`src/rtl/tdc_thermo_decoder.sv`:
```
// TDC back-end: thermometer snapshot -> bubble-tolerant fine count, combined with a
// free-running coarse counter into timestamps, queued in a FIFO behind a valid/ready port.
module tdc_thermo_decoder #(
    parameter int TAPS     = 4,
    parameter int COARSE_W = 8,
    parameter int DEPTH    = 4,
    localparam int FINE_W  = $clog2(TAPS + 1)
) (
    input  logic                       CLK,
    input  logic                       RST_N,
    input  logic [TAPS-1:0]            THERM,
    input  logic                       THERM_VLD,
    output logic [COARSE_W-1:0]        COARSE,
    output logic [COARSE_W+FINE_W-1:0] TS_DATA,
    output logic                       TS_BUBBLE,
    output logic                       TS_VALID,
    input  logic                       TS_READY,
    output logic [7:0]                 DROP_CNT
);

    localparam int AW = $clog2(DEPTH);
    localparam int EW = COARSE_W + FINE_W + 1;

    logic [COARSE_W-1:0] coarse_q;
    logic                s1_vld;
    logic [COARSE_W-1:0] s1_coarse;
    logic [FINE_W-1:0]   s1_fine;
    logic                s1_bubble;

    logic [FINE_W-1:0]   fine_c;
    logic                bubble_c;
    logic [TAPS:0]       therm_ext;

    logic [EW-1:0]       mem [DEPTH];
    logic [AW:0]         wr_ptr;
    logic [AW:0]         rd_ptr;
    logic [7:0]          drop_q;
    logic                empty, full, pop, push, drop;
    logic [EW-1:0]       head;

    // Popcount absorbs bubbles; a valid thermometer code has no carry-overlap with itself + 1.
    always_comb begin
        fine_c = '0;
        for (int unsigned i = 0; i < TAPS; i++) begin
            fine_c = fine_c + FINE_W'(THERM[i]);
        end
        therm_ext = {1'b0, THERM};
        bubble_c  = |(therm_ext & (therm_ext + {{TAPS{1'b0}}, 1'b1}));
    end

    always_ff @(posedge CLK or negedge RST_N) begin
        if (!RST_N) begin
            coarse_q  <= '0;
            s1_vld    <= 1'b0;
            s1_coarse <= '0;
            s1_fine   <= '0;
            s1_bubble <= 1'b0;
        end else begin
            coarse_q <= coarse_q + COARSE_W'(1);
            s1_vld   <= THERM_VLD;
            if (THERM_VLD) begin
                s1_coarse <= coarse_q;
                s1_fine   <= fine_c;
                s1_bubble <= bubble_c;
            end
        end
    end

    always_comb begin
        empty = (wr_ptr == rd_ptr);
        full  = (wr_ptr[AW] != rd_ptr[AW]) && (wr_ptr[AW-1:0] == rd_ptr[AW-1:0]);
        pop   = !empty && TS_READY;
        push  = s1_vld && (!full || pop);
        drop  = s1_vld && full && !pop;
        head  = mem[rd_ptr[AW-1:0]];
    end

    always_ff @(posedge CLK) begin
        if (push) begin
            mem[wr_ptr[AW-1:0]] <= {s1_coarse, s1_fine, s1_bubble};
        end
    end

    always_ff @(posedge CLK or negedge RST_N) begin
        if (!RST_N) begin
            wr_ptr <= '0;
            rd_ptr <= '0;
            drop_q <= '0;
        end else begin
            if (push) wr_ptr <= wr_ptr + (AW+1)'(1);
            if (pop)  rd_ptr <= rd_ptr + (AW+1)'(1);
            if (drop && drop_q != 8'hFF) drop_q <= drop_q + 8'd1;
        end
    end

    // Head is masked while empty so stale memory never shows (memory itself is not reset).
    assign COARSE    = coarse_q;
    assign TS_VALID  = !empty;
    assign TS_DATA   = empty ? '0 : head[EW-1:1];
    assign TS_BUBBLE = !empty && head[0];
    assign DROP_CNT  = drop_q;

endmodule

```
`config.mk`:
```
export PLATFORM = sky130hd
export DESIGN_NAME = tdc_thermo_decoder
export DESIGN_NICKNAME = d
export VERILOG_FILES = /design/src/rtl/tdc_thermo_decoder.sv
export SDC_FILE = /design/constraint.sdc
export NUM_CORES = 1
export LEC_CHECK = 0
export BUFFER_PORTS_ARGS = -buffer_cell sky130_fd_sc_hd__buf_2
export CAP_MARGIN = 0
export CORE_MARGIN = 2
export CORE_UTILIZATION = 40
export DETAILED_ROUTE_END_ITERATION = 10
export PLACE_DENSITY = 0.69
export SLEW_MARGIN = 20
export SYNTH_ARGS = -nofsm -noshare
export SYNTH_HDL_FRONTEND = slang
export SYNTH_SLANG_ARGS = --single-unit
```
`constraint.sdc`:
```
create_clock -name CLK -period 1.95 [get_ports CLK]
set_clock_uncertainty 0.15 [all_clocks]
set_input_delay 0.39 -clock CLK [delete_from_list [all_inputs] [get_ports CLK]]
set_output_delay 0.39 -clock CLK [all_outputs]
set_load 0.05 [all_outputs]
```
==> metrics, run 1 <==
clock power share 15.6%; Buffers on Ports 36; Post-synth EDFFs 48; Setup TNS -3.79 ns; Startpoint Class flip-flop; initial antenna violation count 0; H-tree Lvls 3; fin. max-slew vios 0; Worst Reg2Reg Path Length in Cells 6; CP endpoint kind primary output; Cell Area, Synth 3470 sq um; Clock Sinks 83; GRT Residual Overflow 0; required time worst endpoint 1.41 ns; RSZ-0062 raised after global routing yes; Pwr per Cell Area 1660 nW/um^2; fin crit period 2.27 ns; end of the critical path TS_DATA[2]; first-pass GRT wire length 9580 um; max_cap viols 0; CP Class reg2out; flop2flop setup slack 0.07 ns; Synth Net Count 226; CTS tree yes; nets 287; FF+latch count, synth 83; status finished with violations; die area 9450 sq um; GRT met2 Usage 20.7%; final setup margin -0.317 ns; Hold Worst Slack 0.165 ns; Synth Instances 206; Worst path depth 4; f_max 0.441 GHz; initial core utilization 40.6%; Critical path origin rd_ptr[0]; total global routing track utilization 13.2%; Worst path slowest cell mux4_2; Worst EP arrival 1.73 ns; Die Wd 97.2 um; failing checks setup timing; crit path cell chain buf_6 -> mux4_2 -> and2_4 -> buf_8; dpl ws -0.132 ns; Comb power frac 51.7%; Finished Cell Area 4360 sq um; most frequent cells after synthesis 48 x edfxtp_1, 35 x dfrtp_1, 16 x and2_1, 12 x inv_1, 12 x mux4_2; share of cells above drive strength 1 44.1%; Placed Area 3990 sq um; Leak Pwr 1.78 nW; clk buf depth 2; R2R Path End DROP_CNT[7]; buffer and inverter count on the worst path 2; Placement Rows 34; Core Box Area 8550 sq um; Rel. slew slack 72.5%; number of distinct library cells after synthesis 35; synth top area cells edfxtp_1 41%, dfrtp_1 25%, mux4_2 7.8%; grt peak-use layer met2; number of nets with antenna violations after routing 0; Vias 1,833; Starting DRT DRC Count 66; TritonRoute pass-1 iters 4; largest net degree at the start of global routing 20; Post-Route WL 5710 um; GR Layer Usage met1 17.3%; Num CTS Buffers 9; DR vias/cell 4.82; DR WL/cell 15.0 um; DPL Wire Length 4040 um; switching power 2.79 mW; root buf cell clkbuf_8; measured slew at the worst slew-check pin 0.412 ns; FFs w/ async S/R, synth 42.2%; synth warn 0; top-count cell post-synth edfxtp_1; hold crit path type in2reg; Max Fanout on Critical Path 7; final hold viol count 0; die height 97.2 um; global placer's final weighted congestion 0.757; Reg clk slew, reported paths 0.08 ns; Switching Fraction 38.6%; Ports 37; top_reg_cell synth edfxtp_1; Final Setup Violations 13; Seq pwr share 32.7%; Final Util 51.0%; ANT cells 0; largest area contributor in the netlist edfxtp_1; M3 GR Usage 2.23%; Worst VDD drop 0.000702 V; area grow syn2layout 25.5%; Worst R2R Start rd_ptr[0]; Worst Hold Depth 1; vias in the first global route 1,856; Post-Syn Area per Cell 16.9 sq um; Post-CTS Setup Bufs 0; fin crit share 116%; CP top delay family multiplexers; DR DRC count 0; Int Pwr 4.44 mW; crit-path max cell delay 0.52 ns; sequential area share after synthesis 66.7%; Yosys top cell area share 41.5%; Skew-Pair Late Insertion Delay 0.35 ns
[worst min path at each step]
| stage | startpoint | endpoint |
|---|---|---|
| 2_1_floorplan | RST_N | COARSE[0] |
| 3_3_place_gp | RST_N | COARSE[2] |
| 3_5_place_dp | RST_N | COARSE[2] |
| 4_1_cts | THERM_VLD | s1_vld |
| 5_1_grt | THERM_VLD | s1_vld |
| 6_report | THERM_VLD | s1_vld |
[placed cells by master, fill, tap and decap left out, drive strengths merged]
cell type / instances
fa: 1
buf: 54
o32a: 1
mux2: 14
nand3: 6
clkinvlp: 1
nor4: 2
edfxtp: 48
a21oi: 1
xor2: 9
nand2b: 1
nor2b: 1
nand3b: 1
inv: 15
xnor2: 9
nor3: 3
nand4: 3
nand2: 6
a41oi: 1
nor2: 3
dfrtp: 35
mux4: 12
and4: 1
and3: 1
a221oi: 1
and2: 16
nor4b: 1
clkinv: 3
clkbuf: 9
dlygate4sd3: 1
o21ai: 1
ha: 11
[flip-flops by register name, indices dropped and copies added, names as in the netlist]
register / count
mem: 48
COARSE: 8
DROP_CNT: 8
s1_coarse: 8
rd_ptr: 3
s1_fine: 3
wr_ptr: 3
s1_bubble: 1
s1_vld: 1
[kinds of logic after synthesis]
kind of cell | count (synthesis) | share of synthesized area, %
AOI/OAI and AO/OA | 5 | 1.30
xor gates and xnor gates | 18 | 5.19
adders and majority gates | 12 | 4.54
buffers and inverters | 17 | 1.91
DFF | 83 | 66.7
muxes | 26 | 12.3
and+or+nand+nor | 45 | 8.07
[final cells by class]
cell class	count	area, sq um
Tap cell	108	135
Clock buffer	9	124
Clock inverter	7	58.8
Inverter	12	45.0
Fill cell	704	4190
Timing Repair Buffer	55	518
Sequential cell	83	2320
Multi-Input combinational cell	106	1160
[power groups by stage]
stage,Clock (mW),Combinational [mW],Sequential [mW]
4_1_cts,1.15,3.74,2.37
6_report,1.13,3.74,2.37
3_3_place_gp,0,3.04,2.39
3_5_place_dp,0,3.07,2.41
5_1_grt,1.24,3.96,2.40
2_1_floorplan,0,2.18,2.45
[stage by stage]
step	total power, mW	instances
global route	7.61	380
finish	7.23	380
global placement	5.43	363
CTS	7.26	380
floorplan	4.63	206
detailed placement	5.48	363
[timing repair]
action,4_1_cts,5_1_grt
endpoints found under the hold margin,17,0
endpoints found under the setup margin,41,63
hold buffers,1,0
gates resized for setup,44,7
pin swaps,12,1
[metal layers]
layer / part of all wire (%) / up-vias / wire length, um
li1: - / 880 / -
met1: 47 / 919 / 2660
met2: 49 / 26 / 2790
met3: 2.2 / 8 / 126
met4: 2.3 / 0 / 131
met5: 0 / - / 0
(Power assumes the default switching activity.)
==> inputs of run 2 (changes only) <==
--- a/config.mk
+++ b/config.mk
@@ -10,6 +10,7 @@
 export CORE_MARGIN = 2
 export CORE_UTILIZATION = 40
 export DETAILED_ROUTE_END_ITERATION = 10
+export MAX_ROUTING_LAYER = met4
 export PLACE_DENSITY = 0.69
 export SLEW_MARGIN = 20
 export SYNTH_ARGS = -nofsm -noshare
==> run 2 against run 1 <==
  * Worst hold slack hardly changed
  * Worst setup slack hardly changed
  * Fmax hardly changed
  * Critical path depth stayed put
  * Clock power hardly changed
  * The run still ends with setup timing left
  * Clock-buffer cell count stayed put
  * Critical endpoint unchanged
  * First-iteration DRC count is 3.0% higher
  * Non-clock buffer count stayed put
  * Power hardly changed
  * Sequential cell count stayed put
  * Highest routed layer unchanged
==> metrics, run 2 (synthesized netlist as in run 1, its figures left out) <==
most frequent cells in the layout 48 x edfxtp_1, 33 x dfrtp_1, 23 x buf_2; Worst VDD drop 0.000695 V (-1.1%); die area 9450 sq um (unchanged); Seq pwr share 32.7% (about the same); R2R Path End DROP_CNT[1]; number of flip-flops in the largest register 48 (unchanged); Core Box Area 8550 sq um (unchanged); Starting DRT DRC Count 68 (+3.0%); CP endpoint kind primary output; initial antenna violation count 0 (unchanged); DPL Wire Length 4040 um (unchanged); CTS tree yes; GRT Residual Overflow 0 (unchanged); crit-path max cell delay 0.52 ns (about the same); largest net degree at the start of global routing 20 (unchanged); clk buf depth 2 (unchanged); switching power 2.79 mW (about the same); final hold viol count 0 (unchanged); ANT cells 0 (unchanged); hold crit path type in2reg; Layout fillers 703 (-0.14%); f_max 0.441 GHz (about the same); initial core utilization 40.6% (unchanged); Buffers on Ports 36 (unchanged); Worst Hold End s1_vld; flop2flop setup slack 0.07 ns (about the same); dpl ws -0.132 ns (unchanged); total global routing track utilization 13.5% (+0.27 points); TritonRoute pass-1 iters 4 (unchanged); Hold Worst Slack 0.166 ns (+0.000212 ns); CP Class reg2out; max_cap viols 0 (unchanged); die height 97.2 um (unchanged); number of nets with antenna violations after routing 0 (unchanged); required time worst endpoint 1.41 ns (about the same); Max Fanout on Critical Path 7 (unchanged); Placed Area 3990 sq um (unchanged); Hold Crit Start THERM_VLD; CP top delay family multiplexers; fin crit period 2.27 ns (+0.000175 ns); measured slew at the worst slew-check pin 0.409 ns (-0.00290 ns); Worst R2R Start rd_ptr[0]; Vias 1,852 (+1.0%); H-tree Lvls 3 (unchanged); cell count after placement 363 (unchanged); Worst Reg2Reg Path Length in Cells 6 (unchanged); fin crit share 116% (about the same); RSZ-0062 raised after global routing yes; first-pass GRT wire length 9550 um (-0.29%); Int Pwr 4.44 mW (about the same); DR vias/cell 4.87 (+1.0%); Rel. slew slack 72.7% (+0.19 points); Worst Hold Depth 1 (unchanged); status finished with violations; Switching Fraction 38.6% (about the same); Comb power frac 51.7% (about the same); Clock Sinks 83 (unchanged); DR DRC count 0 (unchanged); DR WL/cell 15.0 um (about the same); Startpoint Class flip-flop; commonest non-fill, non-tap cell in the layout edfxtp_1; global placer's final weighted congestion 0.767 (+1.3%); Final Util 51.0% (about the same); final setup margin -0.317 ns (-0.000175 ns); Ports 37 (unchanged); register area 2320 sq um (unchanged); fin. max-slew vios 0 (unchanged); Final Setup Violations 13 (unchanged); Num CTS Buffers 9 (unchanged); buffer and inverter count on the worst path 2 (unchanged); vias in the first global route 1,864 (+0.43%); Die Wd 97.2 um (unchanged); Pwr per Cell Area 1660 nW/um^2 (about the same); Skew-Pair Late Insertion Delay 0.35 ns (about the same); Worst EP arrival 1.73 ns (about the same); crit path cell chain buf_6 -> mux4_2 -> and2_4 -> buf_8; Finished Layout Cells 380 (unchanged); Setup TNS -3.77 ns (+0.0136 ns); Post-Route WL 5700 um (about the same); Reg clk slew, reported paths 0.08 ns (about the same); root buf cell clkbuf_8; Worst path slowest cell mux4_2; total power draw 7.23 mW (about the same); area taken by multi-input logic gates 1160 sq um (-0.22%); clock power share 15.6% (about the same); area grow syn2layout 25.4% (about the same); nets 287 (unchanged); Leak Pwr 1.78 nW (about the same); Finished Cell Area 4360 sq um (about the same); Placement Rows 34 (unchanged); share of cells above drive strength 1 43.8% (-0.37 points); failing checks setup timing
==> run 2: power groups by stage <==
stage	clock, mW	sequential [mW]	combinational (mW)
final	1.13	2.37	3.74
after global routing	1.23	2.40	3.96
after CTS	1.15	2.37	3.74
after detailed placement	0	2.41	3.07
after global placement	0	2.39	3.04
after floorplan	0	2.45	2.18
==> run 2: area by class of cell <==
| class | instances | area share (%) |
|---|---|---|
| Clock buffer | 9 | 2.84 |
| Timing Repair Buffer | 55 | 11.9 |
| Tap cell | 108 | 3.10 |
| Multi-Input combinational cell | 106 | 26.6 |
| Sequential cell | 83 | 53.2 |
| Inverter | 12 | 1.03 |
| Clock inverter | 7 | 1.35 |
==> run 2: worst register-to-register path, stage by stage (launching register included) <==
cell	delay (ns)
dfrtp_1	0.41
buf_6	0.16
xnor2_2	0.15
buf_4	0.16
nand4_4	0.16
nor2_1	0.22
mux2_1	0.34
==> run 2: how the worst max path moves through the flow <==
| stage | from | end | slack [ns] | cells past startpoint |
|---|---|---|---|---|
| final | rd_ptr[0] | TS_DATA[2] | -0.32 | 4 |
| after global routing | rd_ptr[0] | TS_DATA[2] | -0.39 | 4 |
| after CTS | rd_ptr[0] | TS_DATA[2] | -0.35 | 4 |
| after detailed placement | THERM[0] | s1_fine[1] | -0.13 | 7 |
| after global placement | THERM[0] | s1_fine[1] | -0.1 | 7 |
| after floorplan | rd_ptr[0] | TS_DATA[1] | -0.07 | 4 |
==> run 2: routing by layer <==
layer  vias up  track usage, %  part of all wire, %
met5         -               -                    0
met2        40            20.8                   49
li1        881               -                    -
met4         0            8.13                  2.5
met1       922            17.2                   46
met3         9            1.80                  3.1
==> run 2: timing repair <==
action,4_1_cts,5_1_grt
setup buffers,0,0
pin swaps,12,1
gates resized for setup,44,6
hold buffers,1,0
endpoints found under the setup margin,41,63
gates cloned,0,0
hold endpoints to repair,17,0
